===== config.mk =====
export PLATFORM = sky130hd
export DESIGN_NAME = regfile_mp
export DESIGN_NICKNAME = d
export VERILOG_FILES = /design/src/rtl/regfile_mp.sv
export SDC_FILE = /design/constraint.sdc
export NUM_CORES = 2
export LEC_CHECK = 0
export ABC_CLOCK_PERIOD_IN_PS = 5000
export BUFFER_PORTS_ARGS = -buffer_cell sky130_fd_sc_hd__buf_2
export CAP_MARGIN = 20
export CORE_MARGIN = 1.5
export CORE_UTILIZATION = 52
export CTS_BUF_LIST = sky130_fd_sc_hd__clkbuf_16
export DETAILED_ROUTE_END_ITERATION = 16
export PLACE_DENSITY_LB_ADDON = 0.05
export SYNTH_ARGS = -nofsm -noshare
export SYNTH_HDL_FRONTEND = slang
export SYNTH_SLANG_ARGS = --single-unit

===== constraint.sdc =====
create_clock -name clk -period 5 [get_ports clk]
set_input_delay 0.25 -clock clk [delete_from_list [all_inputs] [get_ports clk]]
set_output_delay 0.25 -clock clk [all_outputs]
set_load 0.05 [all_outputs]

===== src/rtl/regfile_mp.sv =====
`timescale 1ns/1ps
`default_nettype none
// ============================================================================
// Module   : regfile_mp
// Purpose  : Parametrised multi-port register file for the CPU datapath.
//            NUM_READ combinational read ports, a full-word ALU write port,
//            a byte-enabled load write port, optional hardwired zero
//            register, a per-register pending scoreboard and a sequenced
//            one-register-per-cycle clear.
// Options  : REGFILE_BYPASS_EN - when defined, a read port that addresses a
//            register being written in the same cycle returns the merged
//            write data, and its pending bit shows the post-write value.
// Revision : 1.0 - initial release
// ============================================================================
module regfile_mp #(
    parameter int DATA_W   = 32,
    parameter int ADDR_W   = 5,
    parameter int NUM_READ = 2,
    parameter int ZERO_REG = 1
) (
    input  logic                         clk,
    input  logic                         reset_n,
    input  logic [NUM_READ*ADDR_W-1:0]   rd_addr,
    output logic [NUM_READ*DATA_W-1:0]   rd_data,
    output logic [NUM_READ-1:0]          rd_pending,
    input  logic                         wr0_en,
    input  logic [ADDR_W-1:0]            wr0_addr,
    input  logic [DATA_W-1:0]            wr0_data,
    input  logic                         wr1_en,
    input  logic [ADDR_W-1:0]            wr1_addr,
    input  logic [DATA_W-1:0]            wr1_data,
    input  logic [DATA_W/8-1:0]          wr1_be,
    input  logic                         sb_set_en,
    input  logic [ADDR_W-1:0]            sb_set_addr,
    input  logic                         clr_req,
    output logic                         clr_busy
);

    localparam int DEPTH  = 1 << ADDR_W;
    localparam int NBYTES = DATA_W / 8;

    typedef enum logic {
        ST_IDLE  = 1'b0,
        ST_CLEAR = 1'b1
    } state_t;

    // ------------------------------------------------------------------------
    // State
    // ------------------------------------------------------------------------
    logic [DATA_W-1:0] regs_q [DEPTH];
    logic [DATA_W-1:0] regs_d [DEPTH];
    logic [DEPTH-1:0]  sb_q;
    logic [DEPTH-1:0]  sb_d;
    state_t            state_q;
    state_t            state_d;
    logic [ADDR_W-1:0] cnt_q;
    logic [ADDR_W-1:0] cnt_d;
    logic              w_busy;

    assign w_busy   = (state_q == ST_CLEAR);
    assign clr_busy = w_busy;

    // ------------------------------------------------------------------------
    // Helpers
    // ------------------------------------------------------------------------
    // Byte merge shared by the write path and the bypass path: port 0 gives
    // the full word, port 1 overrides each byte whose enable is set.
    function automatic logic [DATA_W-1:0] merge_word(
        input logic [DATA_W-1:0] base,
        input logic              hit0,
        input logic [DATA_W-1:0] d0,
        input logic              hit1,
        input logic [NBYTES-1:0] be,
        input logic [DATA_W-1:0] d1
    );
        logic [DATA_W-1:0] w;
        w = hit0 ? d0 : base;
        for (int b = 0; b < NBYTES; b++) begin
            if (hit1 && be[b]) begin
                w[8*b +: 8] = d1[8*b +: 8];
            end
        end
        return w;
    endfunction

    // Address 0 is hardwired to zero only when ZERO_REG is set.
    function automatic logic is_zero_addr(input logic [ADDR_W-1:0] a);
        return (ZERO_REG != 0) && (a == '0);
    endfunction

    // ------------------------------------------------------------------------
    // Clear sequencer
    // ------------------------------------------------------------------------
    // Next state: walk the counter through every register once, then idle.
    always_comb begin
        state_d = state_q;
        cnt_d   = cnt_q;
        case (state_q)
            ST_IDLE: begin
                if (clr_req) begin
                    state_d = ST_CLEAR;
                    cnt_d   = '0;
                end
            end
            ST_CLEAR: begin
                cnt_d = cnt_q + 1'b1;
                if (cnt_q == ADDR_W'(DEPTH - 1)) begin
                    state_d = ST_IDLE;
                    cnt_d   = '0;
                end
            end
            default: begin
                state_d = ST_IDLE;
                cnt_d   = '0;
            end
        endcase
    end

    // Sequencer state register; reset aborts any clear in progress.
    always_ff @(posedge clk or negedge reset_n) begin
        if (!reset_n) begin
            state_q <= ST_IDLE;
            cnt_q   <= '0;
        end else begin
            state_q <= state_d;
            cnt_q   <= cnt_d;
        end
    end

    // ------------------------------------------------------------------------
    // Register array
    // ------------------------------------------------------------------------
    // Next contents: the clear owns the array while busy; otherwise apply
    // both write ports with the per-byte merge, skipping a hardwired r0.
    always_comb begin
        for (int i = 0; i < DEPTH; i++) begin
            regs_d[i] = regs_q[i];
            if (w_busy) begin
                if (cnt_q == ADDR_W'(i)) begin
                    regs_d[i] = '0;
                end
            end else if (!is_zero_addr(ADDR_W'(i))) begin
                regs_d[i] = merge_word(regs_q[i],
                                       wr0_en && (wr0_addr == ADDR_W'(i)), wr0_data,
                                       wr1_en && (wr1_addr == ADDR_W'(i)), wr1_be, wr1_data);
            end
        end
    end

    // Register array storage.
    always_ff @(posedge clk or negedge reset_n) begin
        if (!reset_n) begin
            for (int i = 0; i < DEPTH; i++) begin
                regs_q[i] <= '0;
            end
        end else begin
            for (int i = 0; i < DEPTH; i++) begin
                regs_q[i] <= regs_d[i];
            end
        end
    end

    // ------------------------------------------------------------------------
    // Pending scoreboard
    // ------------------------------------------------------------------------
    // Next scoreboard: writes clear their target (even with no byte enables),
    // then an issue-time set is applied last so it wins on a collision.
    always_comb begin
        sb_d = sb_q;
        if (w_busy) begin
            sb_d[cnt_q] = 1'b0;
        end else begin
            if (wr0_en) begin
                sb_d[wr0_addr] = 1'b0;
            end
            if (wr1_en) begin
                sb_d[wr1_addr] = 1'b0;
            end
            if (sb_set_en && !is_zero_addr(sb_set_addr)) begin
                sb_d[sb_set_addr] = 1'b1;
            end
        end
    end

    // Scoreboard storage.
    always_ff @(posedge clk or negedge reset_n) begin
        if (!reset_n) begin
            sb_q <= '0;
        end else begin
            sb_q <= sb_d;
        end
    end

    // ------------------------------------------------------------------------
    // Read ports
    // ------------------------------------------------------------------------
    for (genvar k = 0; k < NUM_READ; k++) begin : g_rd
        logic [ADDR_W-1:0] w_addr;
        logic [DATA_W-1:0] w_data;
        logic              w_pend;

        assign w_addr = rd_addr[k*ADDR_W +: ADDR_W];

        // Combinational read with optional same-cycle write forwarding.
        always_comb begin
            w_data = regs_q[w_addr];
            w_pend = sb_q[w_addr];
`ifdef REGFILE_BYPASS_EN
            if (!w_busy && !is_zero_addr(w_addr) &&
                ((wr0_en && (wr0_addr == w_addr)) || (wr1_en && (wr1_addr == w_addr)))) begin
                w_data = merge_word(regs_q[w_addr],
                                    wr0_en && (wr0_addr == w_addr), wr0_data,
                                    wr1_en && (wr1_addr == w_addr), wr1_be, wr1_data);
                w_pend = sb_set_en && (sb_set_addr == w_addr);
            end
`endif
            if (is_zero_addr(w_addr)) begin
                w_data = '0;
                w_pend = 1'b0;
            end
        end

        assign rd_data[k*DATA_W +: DATA_W] = w_data;
        assign rd_pending[k]               = w_pend;
    end

endmodule
`default_nettype wire


==> impl_metrics.py <==
metrics = {
    "power_and_ir_drop": {
        "vdd_drop_max_v": 0.000487,
        "power.leakage_nw": 32.7,
        "power.density_nw_per_um2": 550,
    },
    "timing": {
        "maxSlewViolCount": 0,
        "relSlewSlack_pct": 9.25,
        "whs_ps": 59.1,
        "tightest_slew_ps": 1360,
        "rsz0062_at_grt": "false",
        "period_minus_slack_ps": 3810,
        "fmax_ghz": 0.263,
        "hold_viol_final": 0,
        "finalSetupViolCount": 0,
        "skew_ps": 32.6,
        "finalCritPeriodShare_pct": 76.1,
        "tns_ps": 0,
    },
    "run": {
        "maxCapViolCount": 0,
    },
    "floorplan": {
        "row_count": 143,
        "ios": 166,
        "core-area_sq_um": 152000,
        "die_w_um": 394,
        "die-area_sq_um": 156000,
        "chipHeight_um": 394,
        "start_util_pct": 52.4,
    },
    "detailed_routing": {
        "drc": 0,
        "m1WireLength_um": 140000,
        "firstDrtPassIters": 10,
        "avgRoutedWirePerCell_um": 39.3,
        "dr_wl_met3_um": 51400,
        "drtIter0Drc": 13000,
        "via_per_inst": 8.25,
        "drtAntennaViolNets": 0,
        "wl_met2_um": 154000,
        "wirelength_um": 372000,
        "highest_layer": "met5",
        "vias": 77900,
    },
    "synth": {
        "async_flop_share_pct": 100,
        "avgSynthCellArea_sq_um": 9.99,
        "synth_common_cells": "dfrtp_1 (1029), o31ai_1 (1026), a21oi_1 (1025), mux2_2 (1008), nand4_1 (994)",
        "synth_most_common_cell": "dfrtp_1",
        "yosysUniqueCellTypes": 55,
        "synthCells": 7977,
        "synth_edf_count": 0,
        "synth_top_area_share_pct": 32.3,
        "ys.flop_type": "dfrtp_1",
        "ys.warnings.count": 0,
        "synth_top_cell_by_area": "dfrtp_1",
        "synthTopCellsByArea": "dfrtp_1 (32%), mux2_2 (14%), mux4_2 (12%)",
        "synth-seq-area-share_pct": 32.3,
        "ys_ff_latch": 1029,
        "synthesis.area_sq_um": 79700,
        "syn_nets": 8082,
    },
    "finish": {
        "multiInputGateArea_sq_um": 49200,
        "final-instance-count-excl-fill": 9449,
        "nets": 7382,
        "regArea_sq_um": 25800,
        "n_fill_cell": 13200,
        "post-route-util_pct": 56.1,
        "final_area_sq_um": 85300,
        "synthToLayoutAreaGrowth_pct": 7.00,
        "drive_gt1_share_pct": 29.7,
    },
    "setup_path": {
        "end_kind": "output port",
        "startpoint_type": "input pin",
        "slowest_stage": "buf_8",
        "slowest_delay_ps": 670,
        "path_max_fanout": 65,
        "cp_data_required_time_ps": 4750,
        "crit_type": "in2out",
        "crit_chain": "buf_8 -> buf_12 -> mux4_2 -> a22o_1 -> o21ai_0 -> o31ai_1 -> buf_2",
        "arrival_ps": 3560,
    },
    "clock_network": {
        "clk_latency_ps": 800,
        "clock_sinks": 1029,
        "cts_root_buf": "clkbuf_16",
        "postCtsSetupRepairBufs": 0,
        "clkSlewWorstSetupHoldPaths_ps": 60,
        "numCtsBuffers": 135,
        "clockBufferDepth": 3,
        "cts_tree": "yes",
        "h-tree-depth": 4,
    },
    "place": {
        "io_buffers": 165,
        "place_congestion": 0.994,
        "dp_hpwl_um": 212000,
        "dpl_cell_area_sq_um": 80800,
        "dp.cells": 9148,
    },
    "global_route": {
        "antenna_found_initial": 53,
        "grt_overflow": 0,
        "first_global_vias": 72800,
        "grt.total_usage_pct": 46.4,
        "grt_pass1_wl_um": 540000,
        "grt_max_degree": 191,
    },
    "hold_path": {
        "min_path_type": "in2async",
    },
    "run_status": {
        "status": "finished, final reports clean",
    },
}
[flip-flops by register name (all words and copies together) (netlist names)]
register  cells
cnt_q         5
clr_busy      1
regs_q      992
sb_q         31
[metrics by stage]
step | setup WS (ps) | power (W)
after global placement | 1270 | 0.0357
after CTS | 1250 | 0.0457
after detailed placement | 1250 | 0.0363
after floorplan | 2060 | 0.0286
final | 1190 | 0.0469
after global routing | 1150 | 0.0481
[cell families after synthesis]
| family | count (synthesis) | synth area share (%) |
|---|---|---|
| flops | 1029 | 32.3 |
| compound gates | 2624 | 21.8 |
| simple gates | 1394 | 10.3 |
| buf+inv | 1266 | 6.27 |
| mux | 1658 | 29.2 |
| fa+ha+maj | 6 | 0.0942 |
[area by class of cell]
cell class	instances	share of cell area, %
tap	2030	2.98
clock buffer	141	4.14
sequential	1029	30.2
antenna	38	0.112
multi-input combinational	5682	57.7
clock inverter	100	0.693
timing repair buffer	417	4.14
inverter	12	0.0778
[where the power goes]
part	switching [W]	internal [W]	total, W
sequential	0.00333	0.0122	0.0155
combinational	0.0128	0.00906	0.0219
clock	0.00417	0.00532	0.00949
total	0.0203	0.0266	0.0469
[timing repair]
action                    CTS  global route
resized for setup           0             0
hold buffers               14             0
hold endpoints to repair   97             0
[per-layer routing]
layer  GRT usage (%)  vias to the layer above
met5           0.154                        -
met4            27.4                       20
met3            14.3                     1136
met2            63.7                     6525
met1            64.1                    39800
li1                -                    30500
[worst paths after layout]
path                          endpoint  slack [ps]  cells after the start   startpoint
max                         rd_data[5]        1190                      7   rd_addr[0]
min                         regs_q[40]          60                      2      reset_n
max reg2reg                 regs_q[92]        1580                      4     clr_busy
min reg2reg                regs_q[375]         510                      1  regs_q[375]
max in group asynchronous  regs_q[671]        3590                      4      reset_n
min in group clk               sb_q[3]         130                      5  wr0_addr[2]
[critical path: cells and delay by family]
family | cells | cell delay [ps]
multiplexers | 1 | 540
buffers and inverters | 3 | 1340
AO/OA/AOI/OAI | 3 | 1240
[cell usage in the layout (no fill, tap or decap), types with 14 or more instances in the layout]
| cell | count |
|---|---|
| a211o_1 | 32 |
| a211oi_1 | 33 |
| a21oi_1 | 1025 |
| a21oi_2 | 112 |
| a21oi_4 | 25 |
| a22o_1 | 98 |
| a22oi_1 | 68 |
| and3_1 | 34 |
| buf_12 | 48 |
| buf_2 | 151 |
| buf_4 | 187 |
| clkbuf_16 | 141 |
| clkinv_1 | 39 |
| dfrtp_1 | 1028 |
| diode_2 | 38 |
| dlygate4sd3_1 | 14 |
| inv_1 | 43 |
| mux2_1 | 50 |
| mux2_2 | 1008 |
| mux2i_1 | 170 |
| mux4_2 | 430 |
| nand2_1 | 130 |
| nand3_1 | 130 |
| nand4_1 | 994 |
| nor2_1 | 39 |
| o21ai_0 | 102 |
| o22ai_1 | 67 |
| o31ai_1 | 1023 |
No activity file was read; power rests on OpenSTA's default activity.
